===== src/rtl/dungv_pkg.sv =====
// dungv_pkg: instruction class/opcode encodings and sequencer state type for the DungV core.
// Optional build macro DUNGV_ZERO_REG_EN (R0 hardwired to zero) is consumed by dungv_regfile.
package dungv_pkg;

    localparam logic [1:0] CLS_SYS = 2'd0;
    localparam logic [1:0] CLS_ALU = 2'd1;
    localparam logic [1:0] CLS_MOV = 2'd2;
    localparam logic [1:0] CLS_MEM = 2'd3;

    localparam logic [3:0] OP_NOP  = 4'h0;
    localparam logic [3:0] OP_ADD  = 4'h1;
    localparam logic [3:0] OP_SUB  = 4'h2;
    localparam logic [3:0] OP_AND  = 4'h3;
    localparam logic [3:0] OP_OR   = 4'h4;
    localparam logic [3:0] OP_XOR  = 4'h5;
    localparam logic [3:0] OP_ADDI = 4'h6;
    localparam logic [3:0] OP_SUBI = 4'h7;
    localparam logic [3:0] OP_SHLI = 4'h8;
    localparam logic [3:0] OP_SHRI = 4'h9;
    localparam logic [3:0] OP_NOT  = 4'hA;
    localparam logic [3:0] OP_XORI = 4'hB;
    localparam logic [3:0] OP_JEQ  = 4'hC;
    localparam logic [3:0] OP_JNE  = 4'hD;
    localparam logic [3:0] OP_JMP  = 4'hE;
    localparam logic [3:0] OP_HALT = 4'hF;

    localparam logic [3:0] OP_MOV  = 4'h2;
    localparam logic [3:0] OP_LDI  = 4'h3;

    localparam logic [3:0] OP_LD   = 4'h1;
    localparam logic [3:0] OP_ST   = 4'h2;
    localparam logic [3:0] OP_STI  = 4'h3;

    typedef enum logic [2:0] {
        ST_FETCH,
        ST_IWAIT,
        ST_EXEC,
        ST_AWAIT,
        ST_MWAIT,
        ST_WB,
        ST_HALT
    } state_e;

    function automatic logic op_legal(input logic [1:0] cls, input logic [3:0] oper);
        logic ok;
        case (cls)
            CLS_SYS: ok = (oper == OP_NOP) || (oper == OP_HALT);
            CLS_ALU: ok = (oper != OP_NOP) && (oper != OP_HALT);
            CLS_MOV: ok = (oper == OP_MOV) || (oper == OP_LDI);
            default: ok = (oper == OP_LD) || (oper == OP_ST) || (oper == OP_STI);
        endcase
        return ok;
    endfunction

endpackage


===== src/rtl/dungv_regfile.sv =====
// dungv_regfile: 2 async read ports, 1 sync write port, async active-low clear.
// With DUNGV_ZERO_REG_EN defined, R0 reads as zero and writes to it are dropped.
module dungv_regfile #(
    parameter int DATA_W = 16,
    parameter int REG_AW = 6
) (
    input  logic              clk_i,
    input  logic              rst_ni,
    input  logic [REG_AW-1:0] ra_addr_i,
    output logic [DATA_W-1:0] ra_data_o,
    input  logic [REG_AW-1:0] rb_addr_i,
    output logic [DATA_W-1:0] rb_data_o,
    input  logic              we_i,
    input  logic [REG_AW-1:0] wa_i,
    input  logic [DATA_W-1:0] wd_i
);
    localparam int unsigned NREG = 2 ** REG_AW;

    logic [DATA_W-1:0] regs_q [NREG];
    logic              wr_en;

`ifdef DUNGV_ZERO_REG_EN
    assign wr_en     = we_i && (wa_i != '0);
    assign ra_data_o = (ra_addr_i == '0) ? '0 : regs_q[ra_addr_i];
    assign rb_data_o = (rb_addr_i == '0) ? '0 : regs_q[rb_addr_i];
`else
    assign wr_en     = we_i;
    assign ra_data_o = regs_q[ra_addr_i];
    assign rb_data_o = regs_q[rb_addr_i];
`endif

    always_ff @(posedge clk_i or negedge rst_ni) begin
        if (!rst_ni) begin
            for (int unsigned i = 0; i < NREG; i++) begin
                regs_q[i] <= '0;
            end
        end else if (wr_en) begin
            regs_q[wa_i] <= wd_i;
        end
    end

endmodule


===== src/rtl/dungv_core_seq.sv =====
// dungv_core_seq: multicycle fetch/execute sequencer with PC, register file and output latch.
// Build option DUNGV_ZERO_REG_EN (R0 hardwired to zero) is passed through to dungv_regfile.
module dungv_core_seq #(
    parameter int  DATA_W  = 16,
    parameter int  REG_AW  = 6,
    parameter int  PC_W    = 8,
    parameter int  MADDR_W = 10,
    parameter int  IMM_W   = 16,
    localparam int INSTR_W = 6 + 2 * REG_AW + IMM_W
) (
    input  logic               clk,
    input  logic               rst_n,
    output logic               imem_req,
    output logic [PC_W-1:0]    imem_addr,
    input  logic               imem_valid,
    input  logic [INSTR_W-1:0] imem_data,
    output logic               alu_start,
    output logic [3:0]         alu_oper,
    output logic [DATA_W-1:0]  alu_a,
    output logic [DATA_W-1:0]  alu_b,
    input  logic               alu_done,
    input  logic [DATA_W-1:0]  alu_q,
    output logic               dmem_req,
    output logic               dmem_we,
    output logic [MADDR_W-1:0] dmem_addr,
    output logic [DATA_W-1:0]  dmem_wdata,
    input  logic               dmem_ack,
    input  logic [DATA_W-1:0]  dmem_rdata,
    output logic [DATA_W-1:0]  out_data,
    output logic               halted,
    output logic               illegal
);
    import dungv_pkg::*;

    state_e             state_q, state_d;
    logic [PC_W-1:0]    pc_q, pc_d;
    logic [INSTR_W-1:0] ir_q, ir_d;
    logic               imem_req_q, imem_req_d;
    logic               alu_start_q, alu_start_d;
    logic [3:0]         alu_oper_q, alu_oper_d;
    logic [DATA_W-1:0]  alu_a_q, alu_a_d;
    logic [DATA_W-1:0]  alu_b_q, alu_b_d;
    logic               dmem_req_q, dmem_req_d;
    logic               dmem_we_q, dmem_we_d;
    logic [MADDR_W-1:0] dmem_addr_q, dmem_addr_d;
    logic [DATA_W-1:0]  dmem_wdata_q, dmem_wdata_d;
    logic [DATA_W-1:0]  out_q, out_d;
    logic               halted_q, halted_d;
    logic               illegal_q, illegal_d;
    logic               wb_en_q, wb_en_d;
    logic [REG_AW-1:0]  wb_dst_q, wb_dst_d;
    logic [DATA_W-1:0]  wb_val_q, wb_val_d;

    logic [1:0]         cls_f;
    logic [3:0]         oper_f;
    logic [REG_AW-1:0]  ra_f, rb_f;
    logic [IMM_W-1:0]   imm_f;
    logic [DATA_W-1:0]  rd_a, rd_b;
    logic [PC_W-1:0]    pc_inc, tgt_pc;
    logic               rf_we;

    assign cls_f  = ir_q[INSTR_W-1 -: 2];
    assign oper_f = ir_q[INSTR_W-3 -: 4];
    assign ra_f   = ir_q[IMM_W+2*REG_AW-1 -: REG_AW];
    assign rb_f   = ir_q[IMM_W+REG_AW-1 -: REG_AW];
    assign imm_f  = ir_q[IMM_W-1:0];

    assign pc_inc = pc_q + PC_W'(1);
    assign tgt_pc = PC_W'(imm_f);

    // Register writes are deferred to WB so a single write port serves MOV/LDI, ALU and load.
    assign rf_we = (state_q == ST_WB) && wb_en_q;

    dungv_regfile #(
        .DATA_W (DATA_W),
        .REG_AW (REG_AW)
    ) u_regfile (
        .clk_i     (clk),
        .rst_ni    (rst_n),
        .ra_addr_i (ra_f),
        .ra_data_o (rd_a),
        .rb_addr_i (rb_f),
        .rb_data_o (rd_b),
        .we_i      (rf_we),
        .wa_i      (wb_dst_q),
        .wd_i      (wb_val_q)
    );

    always_ff @(posedge clk or negedge rst_n) begin
        if (!rst_n) begin
            state_q      <= ST_FETCH;
            pc_q         <= '0;
            ir_q         <= '0;
            imem_req_q   <= 1'b0;
            alu_start_q  <= 1'b0;
            alu_oper_q   <= '0;
            alu_a_q      <= '0;
            alu_b_q      <= '0;
            dmem_req_q   <= 1'b0;
            dmem_we_q    <= 1'b0;
            dmem_addr_q  <= '0;
            dmem_wdata_q <= '0;
            out_q        <= '0;
            halted_q     <= 1'b0;
            illegal_q    <= 1'b0;
            wb_en_q      <= 1'b0;
            wb_dst_q     <= '0;
            wb_val_q     <= '0;
        end else begin
            state_q      <= state_d;
            pc_q         <= pc_d;
            ir_q         <= ir_d;
            imem_req_q   <= imem_req_d;
            alu_start_q  <= alu_start_d;
            alu_oper_q   <= alu_oper_d;
            alu_a_q      <= alu_a_d;
            alu_b_q      <= alu_b_d;
            dmem_req_q   <= dmem_req_d;
            dmem_we_q    <= dmem_we_d;
            dmem_addr_q  <= dmem_addr_d;
            dmem_wdata_q <= dmem_wdata_d;
            out_q        <= out_d;
            halted_q     <= halted_d;
            illegal_q    <= illegal_d;
            wb_en_q      <= wb_en_d;
            wb_dst_q     <= wb_dst_d;
            wb_val_q     <= wb_val_d;
        end
    end

    always_comb begin
        state_d      = state_q;
        pc_d         = pc_q;
        ir_d         = ir_q;
        imem_req_d   = imem_req_q;
        alu_start_d  = 1'b0;
        alu_oper_d   = alu_oper_q;
        alu_a_d      = alu_a_q;
        alu_b_d      = alu_b_q;
        dmem_req_d   = dmem_req_q;
        dmem_we_d    = dmem_we_q;
        dmem_addr_d  = dmem_addr_q;
        dmem_wdata_d = dmem_wdata_q;
        out_d        = out_q;
        halted_d     = halted_q;
        illegal_d    = illegal_q;
        wb_en_d      = wb_en_q;
        wb_dst_d     = wb_dst_q;
        wb_val_d     = wb_val_q;

        case (state_q)
            ST_FETCH: begin
                imem_req_d = 1'b1;
                state_d    = ST_IWAIT;
            end
            ST_IWAIT: begin
                if (imem_valid) begin
                    ir_d       = imem_data;
                    imem_req_d = 1'b0;
                    state_d    = ST_EXEC;
                end
            end
            ST_EXEC: begin
                state_d = ST_FETCH;
                pc_d    = pc_inc;
                if (!op_legal(cls_f, oper_f)) begin
                    illegal_d = 1'b1;
                end else begin
                    case (cls_f)
                        CLS_SYS: begin
                            if (oper_f == OP_HALT) begin
                                pc_d     = pc_q;
                                halted_d = 1'b1;
                                state_d  = ST_HALT;
                            end
                        end
                        CLS_ALU: begin
                            if (oper_f == OP_JEQ) begin
                                pc_d = (rd_a == rd_b) ? tgt_pc : pc_inc;
                            end else if (oper_f == OP_JNE) begin
                                pc_d = (rd_a != rd_b) ? tgt_pc : pc_inc;
                            end else if (oper_f == OP_JMP) begin
                                pc_d = tgt_pc;
                            end else begin
                                pc_d        = pc_q;
                                alu_start_d = 1'b1;
                                alu_oper_d  = oper_f;
                                alu_a_d     = rd_a;
                                if (oper_f <= OP_XOR) begin
                                    alu_b_d = rd_b;
                                end else if (oper_f == OP_NOT) begin
                                    alu_b_d = '0;
                                end else begin
                                    alu_b_d = DATA_W'(rb_f);
                                end
                                wb_dst_d = (oper_f == OP_NOT) ? rb_f : ra_f;
                                state_d  = ST_AWAIT;
                            end
                        end
                        CLS_MOV: begin
                            pc_d     = pc_q;
                            wb_en_d  = 1'b1;
                            wb_dst_d = ra_f;
                            wb_val_d = (oper_f == OP_MOV) ? rd_b : DATA_W'(imm_f);
                            state_d  = ST_WB;
                        end
                        default: begin
                            pc_d         = pc_q;
                            dmem_req_d   = 1'b1;
                            dmem_addr_d  = MADDR_W'(imm_f);
                            dmem_we_d    = (oper_f != OP_LD);
                            dmem_wdata_d = (oper_f == OP_ST)  ? rd_a :
                                           (oper_f == OP_STI) ? DATA_W'(imm_f) : '0;
                            wb_dst_d     = ra_f;
                            state_d      = ST_MWAIT;
                        end
                    endcase
                end
            end
            ST_AWAIT: begin
                if (alu_done) begin
                    wb_en_d    = 1'b1;
                    wb_val_d   = alu_q;
                    alu_oper_d = '0;
                    alu_a_d    = '0;
                    alu_b_d    = '0;
                    state_d    = ST_WB;
                end
            end
            ST_MWAIT: begin
                if (dmem_ack) begin
                    if (dmem_we_q) begin
                        out_d = dmem_wdata_q;
                    end else begin
                        wb_en_d  = 1'b1;
                        wb_val_d = dmem_rdata;
                    end
                    dmem_req_d   = 1'b0;
                    dmem_we_d    = 1'b0;
                    dmem_addr_d  = '0;
                    dmem_wdata_d = '0;
                    state_d      = ST_WB;
                end
            end
            ST_WB: begin
                if (wb_en_q) begin
                    out_d = wb_val_q;
                end
                wb_en_d = 1'b0;
                pc_d    = pc_inc;
                state_d = ST_FETCH;
            end
            ST_HALT: begin
                state_d = ST_HALT;
            end
            default: begin
                state_d = ST_FETCH;
            end
        endcase
    end

    assign imem_req   = imem_req_q;
    assign imem_addr  = pc_q;
    assign alu_start  = alu_start_q;
    assign alu_oper   = alu_oper_q;
    assign alu_a      = alu_a_q;
    assign alu_b      = alu_b_q;
    assign dmem_req   = dmem_req_q;
    assign dmem_we    = dmem_we_q;
    assign dmem_addr  = dmem_addr_q;
    assign dmem_wdata = dmem_wdata_q;
    assign out_data   = out_q;
    assign halted     = halted_q;
    assign illegal    = illegal_q;

endmodule

===== config.mk =====
export PLATFORM = sky130hd
export DESIGN_NAME = dungv_core_seq
export DESIGN_NICKNAME = d
export VERILOG_FILES = /design/src/rtl/dungv_pkg.sv /design/src/rtl/dungv_regfile.sv /design/src/rtl/dungv_core_seq.sv
export SDC_FILE = /design/constraint.sdc
export NUM_CORES = 2
export LEC_CHECK = 0
export CORE_MARGIN = 2
export CORE_UTILIZATION = 45
export CTS_BUF_LIST = sky130_fd_sc_hd__clkbuf_2 sky130_fd_sc_hd__clkbuf_4 sky130_fd_sc_hd__clkbuf_8
export DETAILED_ROUTE_END_ITERATION = 6
export PLACE_DENSITY = 0.64
export SLEW_MARGIN = 20
export SYNTH_ARGS = -nofsm -noshare
export SYNTH_HDL_FRONTEND = slang
export SYNTH_SLANG_ARGS = --single-unit

===== constraint.sdc =====
create_clock -name clk -period 7.52 [get_ports clk]
set_input_delay 1.504 -clock clk [delete_from_list [all_inputs] [get_ports clk]]
set_output_delay 1.504 -clock clk [all_outputs]
set_load 0.02 [all_outputs]

# After elaboration in Yosys (flattened, before gate mapping)
# Index checks and enable logic that the tools add are counted.
# totals
regBits,1176
wordCells,262
output_inout_bits,92
# op_classes
n_lt_le_gt_ge,5
addsub,1
reduce_logical,31
bitwise,5
n_mux,99
eq_ne,39
# ops
op,n
1024-bit bitwise mux,1
16-bit 2-to-1 mux,31
16-bit binary-select mux with 6-bit select,2
16-bit case mux with 2 select lines,4
16-bit demux with 6-bit select,1
8-bit 2-to-1 mux,7
16-bit case mux with 3 select lines,1
8-bit case mux with 2 select lines,2
10-bit 2-to-1 mux,3
6-bit 2-to-1 mux,5
2-bit != test (second input constant),15
4-bit 2-to-1 mux,6
7-bit >= comparator (second input constant),3
6-bit NOT with 7-bit output,3
4-bit == test (second input constant),5
10-bit case mux with 2 select lines,1
1-bit 2-to-1 mux,18
3-bit case mux with 6 select lines,1
6-bit AND reduction,3
16-bit == test,1
16-bit != test,1
4-bit AND reduction,4
3-bit 2-to-1 mux,5
6-bit case mux with 2 select lines,1
34 further kinds,56

# Logic depth before layout (Yosys ltp)
# logic_depth
word_depth,11
mapped_depth,18

# Modules after synthesis
# From an unflattened synthesis, not the netlist that was laid out.
# hier_totals
hier_cells,4466
area_unflattened_um2,62588.8
# by_module_without_submodules
mod,area_per_inst_um2,cells_each,n_inst
dungv_regfile,55274.3,3759,1
dungv_core_seq,7314.5,707,1

# Least setup slack after synthesis
# Ideal clock, no wire load.
# synth_path
path_kind,register to register
start,register ir_q[16]
end,register pc_q[6] (netlist: imem_addr[6])
slack_ns,3.887
arrival_time_ns,3.508
t_required_ns,7.395
synth_period_minus_slack_ns,3.633
setup_time_ns,0.125
path_stages_with_launch,15
n_path_buf,3
cell_sequence,dfrtp_1 buf_6 buf_4 mux4_2 mux4_2 nor2_1 a221oi_1 a22oi_1 xnor2_1 nand4_1 or4_1 o211ai_2 buf_6 a2bb2oi_2 nand3_1
# synth_via
elab_chain_cells,11
elab_cells_between_ends,13
classes_between,eq/ne (2); mux (10); bitwise (1)
# synth_rtl
element,line,text
"start, declared",dungv_core_seq.sv:37,"logic [INSTR_W-1:0] ir_q, ir_d;"
"start signal, assigned",dungv_core_seq.sv:112,ir_q <= ir_d;
6-bit NOT with 7-bit output (implied by the code) *,dungv_regfile.sv:29,assign rb_data_o = regs_q[rb_addr_i];
16-bit binary-select mux with 6-bit select *,dungv_regfile.sv:29,
16-bit 2-to-1 mux (implied by the code) * (2 in series),dungv_regfile.sv:29,
16-bit != test,dungv_core_seq.sv:181,pc_d = (rd_a != rd_b) ? tgt_pc : pc_inc;
8-bit 2-to-1 mux,dungv_core_seq.sv:181,
8-bit 2-to-1 mux,dungv_core_seq.sv:180,end else if (oper_f == OP_JNE) begin
8-bit 2-to-1 mux *,dungv_core_seq.sv:178,if (oper_f == OP_JEQ) begin
8-bit case mux with 2 select lines *,dungv_core_seq.sv:169,case (cls_f)
8-bit 2-to-1 mux *,dungv_core_seq.sv:166,"if (!op_legal(cls_f, oper_f)) begin"
8-bit case mux with 2 select lines *,dungv_core_seq.sv:151,case (state_q)
"end signal, assigned",dungv_core_seq.sv:111,pc_q <= pc_d;
"end, declared",dungv_core_seq.sv:36,"logic [PC_W-1:0] pc_q, pc_d;"
# Mark *: on every way between the ends. The rest lies on a longest branch, timed or not. The select of a mux whose other input is x is not followed.
# A chain may end at the register's enable or synchronous reset.

# Worst setup path in the final report
# layout_path
start,register ir_q[22]
end,register pc_q[3] (netlist: imem_addr[3])
# layout_via
elab_chain_cells,11
elab_cells_between_ends,13
classes_between,eq/ne (2); mux (10); bitwise (1)
# layout_rtl
element,line,text
6-bit NOT with 7-bit output (implied by the code) *,dungv_regfile.sv:28,assign ra_data_o = regs_q[ra_addr_i];
16-bit binary-select mux with 6-bit select *,dungv_regfile.sv:28,
16-bit 2-to-1 mux (implied by the code) * (2 in series),dungv_regfile.sv:28,
16-bit != test,dungv_core_seq.sv:181,
8-bit 2-to-1 mux,dungv_core_seq.sv:181,
8-bit 2-to-1 mux,dungv_core_seq.sv:180,
8-bit 2-to-1 mux *,dungv_core_seq.sv:178,
8-bit case mux with 2 select lines *,dungv_core_seq.sv:169,
8-bit 2-to-1 mux *,dungv_core_seq.sv:166,
8-bit case mux with 2 select lines *,dungv_core_seq.sv:151,
# Marks and branches as above.

==> flow_summary_export.csv <==
group,metric,value,unit
placement,io_buffers,162,
final_layout,nFillCells,11500,
power_and_ir_drop,p_seq_frac,0.340,
cts,cts.reportedPaths.clkPinSlew,60,ps
run_status,outcome,"completed",
cts,htreeDepth,4,
cts,clk_latency,960,ps
routing,drtIter0Drc,4739,
power_and_ir_drop,clock_power_share,0.236,
placement,placedCellCount,5951,
timing,clock_skew,46.0,ps
global_route,globalRouteOverflowTotal,0,
cts,cts_setup_buffers,0,
synth,synthTopCellsByCount,"dfrtp_1 (1,176), mux2_2 (1,062), mux4_2 (512)",
worst_setup_path,slowest_delay,900,ps
synth,synth_top_flop_cell,"dfrtp_1",
worst_setup_path,setup.worst_path.end_class,"flop",
worst_setup_path,start_kind,"flop",
synth,avgSynthCellArea,14.6,um2
power_and_ir_drop,ir_worst_vdd,300,uV
timing,hold_slack,476,ps
timing,fmax,182,MHz
power_and_ir_drop,switching_power,0.0107,W
global_route,grt_pass1_wl,301000,um
synth,synth_area_leader_cell,"dfrtp_1",
cts,max-clock-path-buffers,3,
power_and_ir_drop,p_comb_frac,0.424,
global_route,track_usage,0.294,
timing,setup_violations,0,
global_route,grt_pass1_vias,41200,
floorplanning,io_pins,163,
synth,yosys-top-cells-area,"dfrtp_1 (47%), mux2_2 (19%), mux4_2 (19%)",
cts,hold_buffers,0,
worst_setup_path,cp_top_family,"multiplexers",
final_layout,postLayoutCellArea,69700,um2
routing,postRouteAntennaNets,0,
floorplanning,dieArea,141000,um2
timing,fin_crit,5490,ps
timing,tightestPinTransition,1270,ps
power_and_ir_drop,pwr_density_cell,365,nW/um2
timing,rsz0062_at_grt,"no",
flow_run,maxCapViolCount,0,
final_layout,final_core_util,0.508,
floorplanning,die_h,375,um
global_route,grt_max_degree,179,
power_and_ir_drop,intPower,0.0147,W
final_layout,drive_gt1_frac,0.484,
synth,async_flop_share,1.00,
worst_setup_path,cp.required,8300,ps
final_layout,multiInputGateArea,30800,um2
worst_setup_path,critical_path.cell_chain,"buf_4 -> mux4_2 -> mux4_2 -> o21ai_0 -> nand2_1 -> xor2_1 -> nand4_1 -> or4_1 -> o211ai_2 -> mux2i_1 -> a2bb2oi_1",
final_layout,area_growth,12.4,%
timing,finalSetupTns,0,ps
routing,drtPass1Iterations,6,
placement,gp_congestion,0.935,
worst_setup_path,slowest_stage,"dfrtp_4",
final_layout,final_cell_count_no_fill,6298,
worst_setup_path,reg2reg_slack,2030,ps
timing,maxSlewHeadroom,0.152,
synth,yosys_warnings,0,
synth,yosysMostFrequentCell,"dfrtp_1",
routing,routed-via-count,41500,
routing,wirelength,206000,um
floorplanning,rows,136,
worst_setup_path,critical_path_peak_fanout,37,
synth,synth_area,62000,um2
synth,seq_area_frac_synth,0.474,
placement,dpl_cell_area,65600,um2
final_layout,ff_latch_area,29500,um2
power_and_ir_drop,leakagePower,31.4,nW
global_route,antenna_found_initial,5,
synth,ys_types,76,
cts,cts_resized,0,
synth,yosys.area.top_type_share,0.474,
floorplanning,core_area,137000,um2
worst_setup_path,worst-path-buf-inv,1,
placement,hpwlAfterDp,132000,um
power_and_ir_drop,swShare,0.421,
timing,hold_viol,0,
synth,syn_nets,4326,
final_layout,nNetsFinal,4421,
cts,numCtsBuffers,190,
routing,wl_per_cell,32.7,um
cts,cts_root_buffer,"clkbuf_8",
routing,vias_per_cell,6.58,
cts,cts_sinks,1176,
floorplanning,start_util,0.452,
floorplanning,fp.dieW,375,um
worst_setup_path,cp.arrival,6270,ps
cts,tritoncts,"done",
synth,syn_inst,4254,
worst_setup_path,crit_top_cell,"mux4_2",
timing,fin_crit_sh,0.730,
worst_setup_path,worstSetupPathType,"flop to flop",
synth,synth_edf_count,0,
routing,drc,0,
hold_path,hold_class,"flop to flop",
timing,drv_slew,0,
synth,synth_seq_cells,1176,
-- worst reg2reg max path, delay by kind of cell (launching register included) --
| family | cells | cell delay [ps] |
|---|---|---|
| simple gates | 3 | 1030 |
| buf+inv | 1 | 690 |
| xor+xnor | 1 | 310 |
| compound gates | 3 | 940 |
| mux | 3 | 1470 |
| flops | 1 | 900 |
-- logic make-up after synthesis --
| kind of cell | Yosys count | share of synthesized area |
|---|---|---|
| mux | 1746 | 0.410 |
| flops | 1176 | 0.474 |
| simple gates | 505 | 0.0379 |
| buf+inv | 427 | 0.0332 |
| compound gates | 385 | 0.0427 |
| xor+xnor | 14 | 0.00198 |
| fa+ha+maj | 1 | 0.000202 |
-- through the flow --
stage | setup slack (ps) | total power (W)
6_report | 2030 | 0.0254
5_1_grt | 1870 | 0.0263
4_1_cts | 2120 | 0.0253
3_5_place_dp | 2180 | 0.0193
3_3_place_gp | 2190 | 0.0192
2_1_floorplan | 3890 | 0.0151
-- routing by layer --
metal  share of wire  global-route usage
met5               0                   0
met4           0.048               0.129
met3           0.093              0.0700
met2            0.45               0.445
met1            0.40               0.405
-- cell usage in the layout (no fill, tap or decap), drive strengths merged, types with 59 or more instances in the layout --
cell type,netlist,routed
dfrtp,1176,1176
mux4,525,525
nand2,183,183
mux2,1062,1062
mux2i,159,159
nor2,140,140
o21ai,91,91
buf,152,150
a21oi,59,59
clkbuf,256,301
clkdlybuf4s50,0,161
-- layout make-up --
cell class / instances / area share
Antenna cell: 5 / 0.000179
Clock buffer: 301 / 0.0543
Clock inverter: 41 / 0.00467
Inverter: 19 / 0.00102
Multi-Input combinational cell: 2651 / 0.442
Sequential cell: 1176 / 0.423
Tap cell: 1794 / 0.0322
Timing Repair Buffer: 311 / 0.0428
-- power groups by stage --
| stage | Combinational (W) | Clock [W] | Sequential [W] |
|---|---|---|---|
| 6_report | 0.0108 | 0.00600 | 0.00866 |
| 5_1_grt | 0.0111 | 0.00639 | 0.00880 |
| 4_1_cts | 0.0106 | 0.00609 | 0.00863 |
| 3_5_place_dp | 0.0106 | 0 | 0.00873 |
| 3_3_place_gp | 0.0105 | 0 | 0.00869 |
| 2_1_floorplan | 0.00693 | 0 | 0.00815 |
-- worst paths after layout --
| check | from | to | cells past startpoint |
|---|---|---|---|
| worst max-delay path | ir_q[22] | imem_addr[3] | 11 |
| worst min-delay path | dmem_addr[1] | dmem_addr[1] | 2 |
| worst max register to register | ir_q[22] | imem_addr[3] | 11 |
| min in group asynchronous | rst_n | u_regfile.regs_q[999] | 1 |
| worst min register to register | dmem_addr[1] | dmem_addr[1] | 2 |
| max in group asynchronous | rst_n | wb_val_q[14] | 3 |
-- flip-flops by register name, indices dropped and copies added, names as in the netlist, 3 cells and up --
register and count:
dmem_addr 10, dmem_wdata 16, out_data 16, wb_dst_q 6
alu_b 16, wb_val_q 16, state_q 3, u_regfile.regs_q 1024
alu_a 16, alu_oper 4, imem_addr 8, ir_q 34
(Power assumes the default switching activity.)
